==> src/rtl/coreriscv_axi4_uncached_xact_tracker.sv <==
// coreriscv_axi4_uncached_xact_tracker: per-id uncached transaction tracking between client and network ports
module coreriscv_axi4_uncached_xact_tracker #(
    parameter int BEATS = 8
) (
    input  logic        clk,
    input  logic        reset,
    input  logic        c_acq_valid,
    output logic        c_acq_ready,
    input  logic [25:0] c_acq_addr_block,
    input  logic        c_acq_xact_id,
    input  logic [2:0]  c_acq_addr_beat,
    input  logic        c_acq_is_builtin,
    input  logic [2:0]  c_acq_a_type,
    input  logic [11:0] c_acq_union,
    input  logic [63:0] c_acq_data,
    output logic        n_acq_valid,
    input  logic        n_acq_ready,
    output logic [25:0] n_acq_addr_block,
    output logic        n_acq_xact_id,
    output logic [2:0]  n_acq_addr_beat,
    output logic        n_acq_is_builtin,
    output logic [2:0]  n_acq_a_type,
    output logic [11:0] n_acq_union,
    output logic [63:0] n_acq_data,
    input  logic        n_gnt_valid,
    output logic        n_gnt_ready,
    input  logic [2:0]  n_gnt_addr_beat,
    input  logic        n_gnt_xact_id,
    input  logic [3:0]  n_gnt_g_type,
    input  logic [63:0] n_gnt_data,
    output logic        c_gnt_valid,
    input  logic        c_gnt_ready,
    output logic [2:0]  c_gnt_addr_beat,
    output logic        c_gnt_xact_id,
    output logic [3:0]  c_gnt_g_type,
    output logic [63:0] c_gnt_data,
    output logic [1:0]  busy,
    output logic        err
);
    typedef enum logic [1:0] {IDLE, ACQ, WAIT_GNT} slot_e;
    localparam logic [2:0] LAST = 3'(BEATS - 1);
    slot_e      state_q [2];
    slot_e      state_n [2];
    logic [2:0] gcnt_q [2];
    logic [2:0] gcnt_n [2];
    logic       get_q [2];
    logic       get_n [2];
    logic [2:0] acnt_q, acnt_n;
    logic       lock_q, lock_n, lock_id_q, lock_id_n, err_q, err_n;
    logic       gate, acq_fire, gnt_fire, is_put, is_get, a_done, g_last;

    assign n_acq_addr_block = c_acq_addr_block;
    assign n_acq_xact_id    = c_acq_xact_id;
    assign n_acq_addr_beat  = c_acq_addr_beat;
    assign n_acq_is_builtin = c_acq_is_builtin;
    assign n_acq_a_type     = c_acq_a_type;
    assign n_acq_union      = c_acq_union;
    assign n_acq_data       = c_acq_data;
    assign c_gnt_valid      = n_gnt_valid;
    assign n_gnt_ready      = c_gnt_ready;
    assign c_gnt_addr_beat  = n_gnt_addr_beat;
    assign c_gnt_xact_id    = n_gnt_xact_id;
    assign c_gnt_g_type     = n_gnt_g_type;
    assign c_gnt_data       = n_gnt_data;
    assign busy             = {state_q[1] != IDLE, state_q[0] != IDLE};
    assign err              = err_q;

    // acquire gate: locked put-block id only, else a first beat needs an idle slot
    always_comb begin
        gate        = reset && (lock_q ? (c_acq_xact_id == lock_id_q) : (state_q[c_acq_xact_id] == IDLE));
        c_acq_ready = n_acq_ready && gate;
        n_acq_valid = c_acq_valid && gate;
        acq_fire    = c_acq_valid && n_acq_ready && gate;
        gnt_fire    = n_gnt_valid && c_gnt_ready;
        is_put      = c_acq_a_type == 3'd3;
        is_get      = c_acq_a_type == 3'd1;
        a_done      = acnt_q == LAST;
        g_last      = !get_q[n_gnt_xact_id] || (gcnt_q[n_gnt_xact_id] == LAST);
    end

    // slot next state: grant completion applied before acquire acceptance
    always_comb begin
        state_n   = state_q;
        gcnt_n    = gcnt_q;
        get_n     = get_q;
        acnt_n    = acnt_q;
        lock_n    = lock_q;
        lock_id_n = lock_id_q;
        err_n     = err_q;
        if (gnt_fire) begin
            if (state_q[n_gnt_xact_id] != WAIT_GNT) begin
                err_n = 1'b1;
            end else if (g_last) begin
                state_n[n_gnt_xact_id] = IDLE;
                gcnt_n[n_gnt_xact_id]  = 3'd0;
            end else begin
                gcnt_n[n_gnt_xact_id] = gcnt_q[n_gnt_xact_id] + 3'd1;
            end
        end
        if (acq_fire) begin
            if (!lock_q) get_n[c_acq_xact_id] = is_get;
            if (lock_q || is_put) begin
                acnt_n                 = a_done ? 3'd0 : acnt_q + 3'd1;
                lock_n                 = !a_done;
                lock_id_n              = c_acq_xact_id;
                state_n[c_acq_xact_id] = a_done ? WAIT_GNT : ACQ;
            end else begin
                state_n[c_acq_xact_id] = WAIT_GNT;
            end
        end
    end

    // state registers with synchronous active-low reset
    always_ff @(posedge clk) begin
        if (!reset) begin
            state_q   <= '{IDLE, IDLE};
            gcnt_q    <= '{3'd0, 3'd0};
            get_q     <= '{1'b0, 1'b0};
            acnt_q    <= 3'd0;
            lock_q    <= 1'b0;
            lock_id_q <= 1'b0;
            err_q     <= 1'b0;
        end else begin
            state_q   <= state_n;
            gcnt_q    <= gcnt_n;
            get_q     <= get_n;
            acnt_q    <= acnt_n;
            lock_q    <= lock_n;
            lock_id_q <= lock_id_n;
            err_q     <= err_n;
        end
    end
endmodule

==> config.mk <==
export PLATFORM = sky130hd
export DESIGN_NAME = coreriscv_axi4_uncached_xact_tracker
export DESIGN_NICKNAME = d
export VERILOG_FILES = /design/src/rtl/coreriscv_axi4_uncached_xact_tracker.sv
export SDC_FILE = /design/constraint.sdc
export NUM_CORES = 1
export LEC_CHECK = 0
export CAP_MARGIN = 30
export CORE_AREA = 2 2 148 150
export CTS_BUF_LIST = sky130_fd_sc_hd__clkbuf_8
export DETAILED_ROUTE_END_ITERATION = 8
export DIE_AREA = 0 0 150 152
export PLACE_DENSITY = 0.54
export SYNTH_ARGS = -nofsm -noshare
export SYNTH_HDL_FRONTEND = slang
export SYNTH_SLANG_ARGS = --single-unit
==> constraint.sdc <==
create_clock -name clk -period 4.16 [get_ports clk]
set_input_delay 0.832 -clock clk [delete_from_list [all_inputs] [get_ports clk]]
set_output_delay 0.832 -clock clk [all_outputs]
set_load 0.02 [all_outputs]
# --- Word level (Yosys, flattened, before mapping) ---
# Cells that the tools add are included.
word_totals:
  reg_bits: 18
  inputBits: 188
  out_inout_bits: 189
  elab_cells: 84
op_classes:
  addsub: 2
  magnitude_cmp: 4
  n_eq_ne: 6
  n_mux: 32
  bitwise: 11
  reduce_logical: 19
ops:
  columns: ["op", "n"]
  rows:
  - ["$mux 4", 5]
  - ["$mux 2", 9]
  - ["$mux 3", 5]
  - ["$logic_and 1x1->1", 8]
  - ["$reduce_and 2->1", 4]
  - ["$add 3x1->3 const B", 2]
  - ["$and 6x6->6", 1]
  - ["$bwmux 6", 1]
  - ["$eq 3x3->1 const B", 2]
  - ["$mux 6", 1]
  - ["$not 6->6", 1]
  - ["$mux 1", 5]
  - ["$and 4x4->4", 1]
  - ["$bwmux 4", 1]
  - ["$demux 2 s1", 2]
  - ["$ge 2x2->1 const B", 2]
  - ["$lt 2x1->1 const B", 2]
  - ["$not 1->2", 2]
  - ["$not 4->4", 1]
  - ["$reduce_bool 2->1", 2]
  - ["$demux 3 s1", 1]
  - ["$eq 3x1->1 const B", 1]
  - ["$eq 3x2->1 const B", 1]
  - ["$and 2x2->2", 1]
  - ["other kinds (10)", 13]

# --- Longest topological paths before layout ---
# Gate-level depths: netlist of run 1.
logic_depth:
  word_depth: 13
  depth_mapped: 8
  mapped_depth_nobuf: 7

# --- Worst setup path after synthesis of run 1 ---
# No wires, ideal clock.
synth_path:
  kind: "input to output"
  start: "in c_acq_xact_id"
  end: "out c_acq_ready"
  arrival_ns: 1.688
  required_ns: 3.328
  path_slack_ns: 1.640
  cell_stages: 4
  n_path_buf: 1
  cell_sequence: "buf_6 nor4_2 a211oi_2 nor2_1"
synth_between:
  elab_chain_cells: 8
  elab_cells_between_ends: 9
  classes_between: "eq/ne (1); mux (4); bitwise (1); reduce/logical (3)"
synth_lines:
  columns: ["item", "line", "rtl"]
  rows:
  - ["from (decl)", "10", "input logic c_acq_xact_id,"]
  - ["$not 1->2 (not written as such)", "70", "gate = reset && (lock_q ? (c_acq_xact_id == lock_id_q) : (state_q[c_acq_xact_id] == IDLE));"]
  - ["$mux 2 (not written as such) (3 in series)", "70", null]
  - ["$logic_not 2->1", "70", null]
  - ["$mux 1 *", "70", null]
  - ["$logic_and 1x1->1 *", "70", null]
  - ["$logic_and 1x1->1 *", "71", "c_acq_ready = n_acq_ready && gate;"]
  - ["to (decl)", "8", "output logic c_acq_ready,"]
# Mark *: on every way between the ends. The rest lies on a longest branch, timed or not. The select of a mux whose other input is x is not followed.

# --- Final worst setup path of run 1 ---
layout_path:
  start: "in c_acq_xact_id"
  end: "out n_acq_valid"
layout_between:
  elab_chain_cells: 8
  elab_cells_between_ends: 9
  classes_between: "eq/ne (1); mux (4); bitwise (1); reduce/logical (3)"
layout_lines:
  columns: ["item", "line", "rtl"]
  rows:
  - ["$not 1->2 (not written as such)", "70", null]
  - ["$mux 2 (not written as such) (3 in series)", "70", null]
  - ["$logic_not 2->1", "70", null]
  - ["$mux 1 *", "70", null]
  - ["$logic_and 1x1->1 *", "70", null]
  - ["$logic_and 1x1->1 *", "72", "n_acq_valid = c_acq_valid && gate;"]
  - ["to (decl)", "16", "output logic n_acq_valid,"]
# Marked as above.

==> results of run 1 <==
-- report_power, final --
part	leakage [nW]	switching, mW	internal (mW)
logic	0.348	0.0357	0.0308
registers	0.145	0.00303	0.175
clock network	0.0216	0.0599	0.0644
total	0.515	0.0986	0.270
-- registers in the layout, indices dropped and copies added (netlist names) --
register	cells
gcnt_q	6
state_q	4
acnt_q	3
get_q	2
err	1
lock_id_q	1
lock_q	1
-- worst paths after layout --
kind	start	slack, ps	endpoint
worst max register to register	gcnt_q[3]	2270	gcnt_q[0]
worst max-delay path	c_acq_xact_id	590	n_acq_valid
worst min register to register	acnt_q[2]	450	acnt_q[2]
worst min-delay path	acnt_q[2]	450	acnt_q[2]
-- routing by layer --
layer / GRT usage / up-vias
li1: - / 456
met1: 0.0389 / 475
met2: 0.0622 / 129
met3: 0.0498 / 104
met4: 0.0759 / 0
met5: 0 / -
-- synthesized netlist by cell type, drive strengths merged --
library cell,count
a32o,1
or3,1
nand4,2
mux2,5
nor2,4
and3,2
o2bb2ai,1
a21oi,3
nand3b,2
clkbuf,1
o21ai,6
o41ai,1
o211a,1
and4bb,1
ha,4
dfxtp,18
xnor2,1
nor2b,5
a41oi,1
a22o,3
nor4b,1
nand2,14
o211ai,2
o21a,2
or2,2
mux2i,6
a211oi,2
and2,1
nand2b,2
nor3b,2
nor3,2
inv,3
buf,188
nand3,4
nor4,2
-- critical path, cell delays in order --
cell             delay, ps
clkdlybuf4s50_1        600
xnor2_2                240
a211oi_2               420
nor2_1                 100
clkdlybuf4s50_1        550
-- area by class of cell --
| cell class | count | area share |
|---|---|---|
| Multi-Input combinational cell | 86 | 0.394 |
| Inverter | 3 | 0.00688 |
| Sequential cell | 18 | 0.220 |
| Timing Repair Buffer | 23 | 0.139 |
| Clock buffer | 3 | 0.0252 |
| Tap cell | 280 | 0.214 |
-- metrics by stage --
stage          utilization  instance area (um2)  worst slack, ps
6_report            0.0767                 1640              591
5_1_grt             0.0767                 1640              490
4_1_cts             0.0767                 1640              597
3_5_place_dp        0.0747                 1600              598
3_3_place_gp        0.0747                 1600              628
2_1_floorplan            -                 2430             1640
-- cell families after synthesis --
| kind of cell | Yosys count | share of synthesized area |
|---|---|---|
| mux | 11 | 0.0478 |
| simple gates | 47 | 0.117 |
| compound gates | 23 | 0.0735 |
| xor+xnor | 1 | 0.00668 |
| fa+ha+maj | 4 | 0.0206 |
| buf+inv | 192 | 0.587 |
| flops | 18 | 0.148 |
==> out/qor.yml, run 1 <==
status: "finished clean"
mostFrequentLayoutCell: "clkdlybuf4s50_1"
grt_util_all_layers: 0.0518
cts_sinks: 18
finalSetupTns_ps: 0
drt_iter0_markers: 71
netlist_area_um2: 2430
ioPinCount: 377
worstSetupPathType: "input pin to output pin"
synthTopCellsByArea: "buf_4 57%, dfxtp_1 15%, mux2i_1 2.5%"
setup_violations: 0
crit_fanout: 9
vias_per_cell: 2.82
fin_cells: 413
holdBufCountCts: 0
die_w_um: 150
antenna_found_initial: 0
worstPathArrival_ps: 2740
p_leak_nw: 0.515
fmax_ghz: 0.280
ys_types: 41
drv_slew: 0
dp.final_hpwl_mm: 5.10
grt_max_degree: 19
die-height_um: 152
drive_gt1_frac: 0.150
min_period_ps: 3570
synthCells: 296
ir_drop_uv: 112
cts.repair.resized: 0
fillers: 2542
rows: 54
seqCellArea_um2: 360
whs_path_depth: 2
routed_wl_mm: 6.16
fin_worst_skew_ps: 4.08
rr_worst_depth: 7
drv_cap: 0
wl_met3_mm: 1.31
dp_cells: 410
firstDrtPassIters: 4
gr-total-overflow: 0
cts.clk_slew.worst_paths_ps: 70
place.gp.congestion: 0.720
vias: 1164
worst_setup_path_start_kind: "input pin"
met2WireLength_mm: 2.26
clk_path_buf_depth: 2
synth_top_area_share: 0.567
drc: 0
port_buffers: 22
highest_layer: "met4"
cts_root_buf: "clkbuf_8"
fin_nets: 327
cp-end-kind: "output pin"
start_util: 0.114
clk_latency_ps: 260
syn_avg_cell_area_um2: 8.23
post-cts-setup-buffers: 0
synth-seq-cells: 18
holdCritPathClass: "register to register"
synth_top_cell_by_area: "buf_4"
rsz0062_at_grt: "false"
slew_headroom: 0.714
grt_pass1_vias: 1200
multi_input_area_um2: 646
core_um2: 21400
wl_per_cell_um: 14.9
ys_warn_count: 0
cts_tree: "yes"
hold_viol_final: 0
yosysSeqAreaShare: 0.148
numCtsBuffers: 3
p_total_mw: 0.368
crit_required_ps: 3330
synth_fp_nets: 488
die_area_um2: 22800
tightest_slew_ps: 426
layout_common_cells: "22 x clkdlybuf4s50_1, 18 x dfxtp_1, 14 x nand2_1"
met1Wirelength_mm: 1.68
antenna_left: 0
p_per_area_nw_per_um2: 225
whs_ps: 453
n_antenna_cell: 0
finalCritPeriodShare: 0.858
h-tree-depth: 1
grt_pass1_wl_mm: 8.20
area_growth_pct: -32.8
Note: power is estimated with default switching activity, not from simulation.
==> run 2, diff against run 1 <==
SLEW_MARGIN = 15   (was unset)
==> results of run 2 <==
Final layout, timing and power as in run 1 (identical DEF).
==> patch 1 (flow settings as in run 2) <==
Register the output `err` once more, cleared by the reset; this adds one clock of latency there. The other outputs are not delayed to match.
--- a/src/rtl/coreriscv_axi4_uncached_xact_tracker.sv
+++ b/src/rtl/coreriscv_axi4_uncached_xact_tracker.sv
@@ -65,3 +65,9 @@
     assign busy             = {state_q[1] != IDLE, state_q[0] != IDLE};
-    assign err              = err_q;
+    always_ff @(posedge clk) begin
+        if (!reset) begin
+            err <= '0;
+        end else begin
+            err <= err_q;
+        end
+    end
 
Check against the original RTL: not equivalent (Yosys sat finds a counterexample within 4 cycles, from zero or initial values and one cycle with reset low).
==> patch 1 against run 2 <==
- core utilization grew 0.51 points
- wire length grew 3.7%
- fmax shrank 4.8%
- sequential share of layout area shrank 0.23 points
- setup slack lost 180 ps
- power grew 4.5%
- area after synthesis grew 3.8%
- non-clock buffer count grew 1
- sequential cell count grew 1
- design area grew 6.7%
- hold slack gained 0.68 ps
- highest routed layer unchanged
==> patch 1: results (changes against run 2) <==
{| class="wikitable"
! Metric !! Value
|-
| Result of the run || completed (unchanged)
|-
| Unique masters post-synth || 39 (was 41)
|-
| Worst hold path class || flip-flop to flip-flop (unchanged)
|-
| Total number of H-tree levels || 1 (unchanged)
|-
| Total Wirelength || 6390 µm (was 6160 µm)
|-
| Syn Nets || 504 (was 488)
|-
| Clock Root Buffer || sky130_fd_sc_hd__clkbuf_8 (unchanged)
|-
| Clock-pin slew of the registers on the worst-case setup and hold paths || 70 ps (about the same)
|-
| Dpl ws || 345 ps (was 598 ps)
|-
| Weighted congestion reported at the end of routability-driven placement || 0.693 (was 0.720)
|-
| Number of antenna repair diodes || 0 (unchanged)
|-
| Post-route clock skew || 4.11 ps (was 4.08 ps)
|-
| CTS-repair resized insts || 0 (unchanged)
|-
| Proportion of layout cells with a drive suffix above 1 || 0.120 (was 0.150)
|-
| Sw Ratio || 0.270 (was 0.268)
|-
| Most area-consuming cells after synthesis || sky130_fd_sc_hd__buf_4, sky130_fd_sc_hd__dfxtp_1, sky130_fd_sc_hd__a21oi_1 (was sky130_fd_sc_hd__buf_4, sky130_fd_sc_hd__dfxtp_1, sky130_fd_sc_hd__mux2i_1)
|-
| Post-synth top flop || sky130_fd_sc_hd__dfxtp_1 (unchanged)
|-
| Nets || 343 (was 327)
|-
| Static power due to leakage || 0.506 nW (was 0.515 nW)
|-
| DP Wirelength || 5300 µm (was 5100 µm)
|-
| Clk buf depth || 2 (unchanged)
|-
| Maximum fanout count along the critical path || 7 (was 9)
|-
| Port bufs || 22 (unchanged)
|-
| Maximum number of pins on one net before global-route repair || 16 (was 19)
|-
| Most flop-heavy register || gcnt_q (unchanged)
|-
| Overall Global Routing Usage || 0.0532 (was 0.0518)
|-
| Total of fill cells in the finished design || 2524 (was 2542)
|-
| Wire length of the first global-routing pass || 8640 µm (was 8200 µm)
|-
| Most numerous cell types in the synthesized netlist || sky130_fd_sc_hd__buf_4, sky130_fd_sc_hd__dfxtp_1, sky130_fd_sc_hd__a21oi_1, sky130_fd_sc_hd__nand3_1, sky130_fd_sc_hd__nand2_1 (was sky130_fd_sc_hd__buf_4, sky130_fd_sc_hd__dfxtp_1, sky130_fd_sc_hd__nand2_1, sky130_fd_sc_hd__mux2i_1)
|-
| Post-synthesis sequential area ratio || 0.150 (was 0.148)
|-
| Worst slew margin relative to its limit || 0.623 (was 0.714)
|-
| CP arrival || 2920 ps (was 2740 ps)
|-
| Via count of the first global-routing pass || 1302 (was 1200)
|-
| Count of vias placed by the detailed router || 1280 (was 1164)
|-
| Count of clock tree sinks || 19 (was 18)
|-
| Number of design-rule violations left by the first detailed-router iteration || 38 (was 71)
|-
| VDD IR max || 0.125 mV (was 0.112 mV)
|}
-- patch 1: cell count changes in the layout (fill, tap and decap cells not counted), moves of 3 or more --
cell	run 2	this run
sky130_fd_sc_hd__and3_1	2	5
sky130_fd_sc_hd__a21oi_1	2	13
sky130_fd_sc_hd__a22o_1	3	0
sky130_fd_sc_hd__o21ai_0	3	0
sky130_fd_sc_hd__nand3_1	4	12
sky130_fd_sc_hd__nor3_1	1	5
sky130_fd_sc_hd__mux2i_1	6	0
sky130_fd_sc_hd__nor2b_1	5	2
sky130_fd_sc_hd__nand2_1	14	9
-- patch 1: power groups by stage --
stage	logic (mW)	registers [mW]	clock network, mW
3_5_place_dp	0.0703	0.192	0
4_1_cts	0.0704	0.187	0.137
2_1_floorplan	0.290	0.191	0
6_report	0.0683	0.187	0.129
3_3_place_gp	0.0699	0.192	0
5_1_grt	0.0742	0.188	0.144
-- patch 1: kinds of logic after synthesis --
group | Yosys count | synth area share
XOR/XNOR | 1 | 0.00347
AO/OA/AOI/OAI | 37 | 0.123
buffers and inverters | 194 | 0.565
multiplexers | 3 | 0.0134
AND/OR/NAND/NOR | 54 | 0.125
flip-flops | 19 | 0.150
adder cells (fa/ha/maj) | 4 | 0.0198
-- patch 1: worst max-delay path, stage by stage --
cell                              delay, ps
sky130_fd_sc_hd__clkdlybuf4s50_1        600
sky130_fd_sc_hd__nor4_2                 430
sky130_fd_sc_hd__a21oi_2                160
sky130_fd_sc_hd__nand2_1                140
sky130_fd_sc_hd__and3_1                 160
sky130_fd_sc_hd__clkdlybuf4s50_1        600
-- patch 1: final timing paths --
kind                  from     endpoint  slack (ps)  depth (start not counted)
min              gcnt_q[4]    gcnt_q[4]         450                          2
max          c_acq_xact_id  c_acq_ready         410                          6
min reg2reg      gcnt_q[4]    gcnt_q[4]         450                          2
max reg2reg      gcnt_q[0]   state_q[3]        2280                          7
-- patch 1: area by class of cell --
class / instances / share of cell area
Clock buffer: 3 / 0.0237
Clock inverter: 1 / 0.00287
Inverter: 4 / 0.00860
Multi-Input combinational cell: 99 / 0.411
Sequential cell: 19 / 0.218
Tap cell: 280 / 0.201
Timing Repair Buffer: 24 / 0.135
-- patch 1: routing by layer --
layer | routed length (µm) | global-route usage
met2 | 2790 | 0.0800
met5 | 0 | 0
met1 | 1680 | 0.0387
met4 | 823 | 0.0642
met3 | 1090 | 0.0399
-- patch 1: per-stage QoR --
stage | instances | cell area (µm²)
after global placement | 426 | 1700
final | 430 | 1750
after global routing | 430 | 1750
after CTS | 430 | 1750
after floorplan | 312 | 2530
after detailed placement | 426 | 1700
==> patch 2 (settings of run 2) <==
Without the edit above. Set the parameter `BEATS` to 4 (it was 8).
--- a/src/rtl/coreriscv_axi4_uncached_xact_tracker.sv
+++ b/src/rtl/coreriscv_axi4_uncached_xact_tracker.sv
@@ -2,3 +2,3 @@
 module coreriscv_axi4_uncached_xact_tracker #(
-    parameter int BEATS = 8
+    parameter int BEATS = 4
 ) (
Formal check against the unedited RTL: no difference found for any inputs over 4 cycles, from zero or initial values and one cycle with reset low; that may be too few to reach the edited logic, so the function may still have changed.
==> patch 2 against run 2 <==
- global-route usage shrank 0.57 points
- hold slack lost 16 ps
- design area shrank 2.4%
- sequential cell count is the same
- core utilization shrank 0.18 points
- setup slack lost 13 ps
- power grew 5.2%
- wire length shrank 5.6%
- area after synthesis shrank 2.7%
==> patch 2: results (changes against run 2) <==
{| class="wikitable"
! Metric !! Value
|-
| Cell area after synthesis || 2370 µm² (was 2430 µm²)
|-
| Static power due to leakage || 0.527 nW (was 0.515 nW)
|-
| Non-clock inverter total of the final layout || 7 (was 3)
|-
| Mux share of post-synthesis cell area || 0.0586 (was 0.0478)
|-
| Multi-input gate share of the layout cell area || 0.357 (was 0.394)
|-
| DP Wirelength || 4760 µm (was 5100 µm)
|-
| Most area-consuming cells after synthesis || sky130_fd_sc_hd__buf_4, sky130_fd_sc_hd__dfxtp_1, sky130_fd_sc_hd__mux2i_1 (unchanged)
|-
| Post-DP Area || 1540 µm² (was 1600 µm²)
|-
| Worst Tran Pin Value || 526 ps (was 426 ps)
|-
| Dpl ws || 572 ps (was 598 ps)
|-
| Met2 routing resource usage after global routing || 0.0570 (was 0.0622)
|-
| Synth Area in Adders || 0.0158 (was 0.0206)
|-
| Met3 demand-to-capacity share in global routing || 0.0375 (was 0.0498)
|-
| Maximum number of pins on one net before global-route repair || 15 (was 19)
|-
| Routed met2 length || 2080 µm (was 2260 µm)
|-
| Synth Area in Compound Gates || 0.0539 (was 0.0735)
|-
| Fraction of area in clock buffers and inverters || 0.0345 (was 0.0252)
|-
| Nets || 330 (was 327)
|-
| Area growth, synth to finish || -32.5% (was -32.8%)
|-
| Syn Nets || 489 (was 488)
|-
| Maximum fanout count along the critical path || 5 (was 9)
|-
| Weighted congestion reported at the end of routability-driven placement || 0.650 (was 0.720)
|-
| Met3 layer wire length in the routed design || 1160 µm (was 1310 µm)
|-
| CP arrival || 2750 ps (was 2740 ps)
|-
| Via count of the first global-routing pass || 1168 (was 1200)
|-
| Total of fill cells in the finished design || 2559 (was 2542)
|-
| Category of cells accounting for the largest share of critical-path delay || buffers and inverters (unchanged)
|-
| Result of the run || completed (unchanged)
|-
| Post-route clock skew || 3.73 ps (was 4.08 ps)
|-
| Wire length on met1 || 1460 µm (was 1680 µm)
|-
| Multi-input gate count || 85 (was 86)
|-
| Post-synthesis sequential area ratio || 0.152 (was 0.148)
|-
| Final-layout non-clock buffer area share || 0.147 (was 0.139)
|-
| Count of vias placed by the detailed router || 1143 (was 1164)
|-
| VDD IR max || 0.159 mV (was 0.112 mV)
|-
| Count of TritonRoute iterations in the first routing pass || 2 (was 4)
|-
| Number of clock buffers in the layout || 4 (was 3)
|-
| Worst setup path start || c_acq_xact_id (unchanged)
|-
| Number of design-rule violations left by the first detailed-router iteration || 59 (was 71)
|-
| Cell count after placement || 414 (was 410)
|-
| Reg-to-reg critical path startpoint || gcnt_q[1] (was gcnt_q[3])
|-
| Share of the final layout cell area in sequential cells || 0.226 (was 0.220)
|-
| Xor/xnor cell area share of the yosys netlist || 0 (was 0.00668)
|-
| Gate count after technology mapping || 298 (was 296)
|-
| Sequential cells || 18 (unchanged)
|-
| Proportion of layout cells with a drive suffix above 1 || 0.0942 (was 0.150)
|-
| Overall Global Routing Usage || 0.0462 (was 0.0518)
|-
| Wire length of the first global-routing pass || 7650 µm (was 8200 µm)
|-
| Ratio of routed vias to standard cells || 2.73 (was 2.82)
|}
-- patch 2: changes by cell type in the layout (fill, tap and decap cells not counted), moves of 3 or more --
cell                       before  now
sky130_fd_sc_hd__a22o_1         3    0
sky130_fd_sc_hd__nor2_1         4   13
sky130_fd_sc_hd__nand2b_1       2    5
sky130_fd_sc_hd__mux2_2         5    2
sky130_fd_sc_hd__inv_1          3    7
sky130_fd_sc_hd__a31oi_1        0    3
sky130_fd_sc_hd__nor2b_1        5    1
sky130_fd_sc_hd__mux2i_1        6    9
-- patch 2: where the power goes --
part | switching, mW | internal, mW
Clock | 0.0584 | 0.0840
Sequential | 0.00365 | 0.176
Combinational | 0.0354 | 0.0304
Total | 0.0975 | 0.290
-- patch 2: final timing paths --
check / endpoint / slack (ps) / cells after the start
worst min-delay path: acnt_q[2] / 440 / 2
worst max register to register: gcnt_q[2] / 2350 / 7
worst min register to register: acnt_q[2] / 440 / 2
worst max-delay path: n_acq_valid / 580 / 6
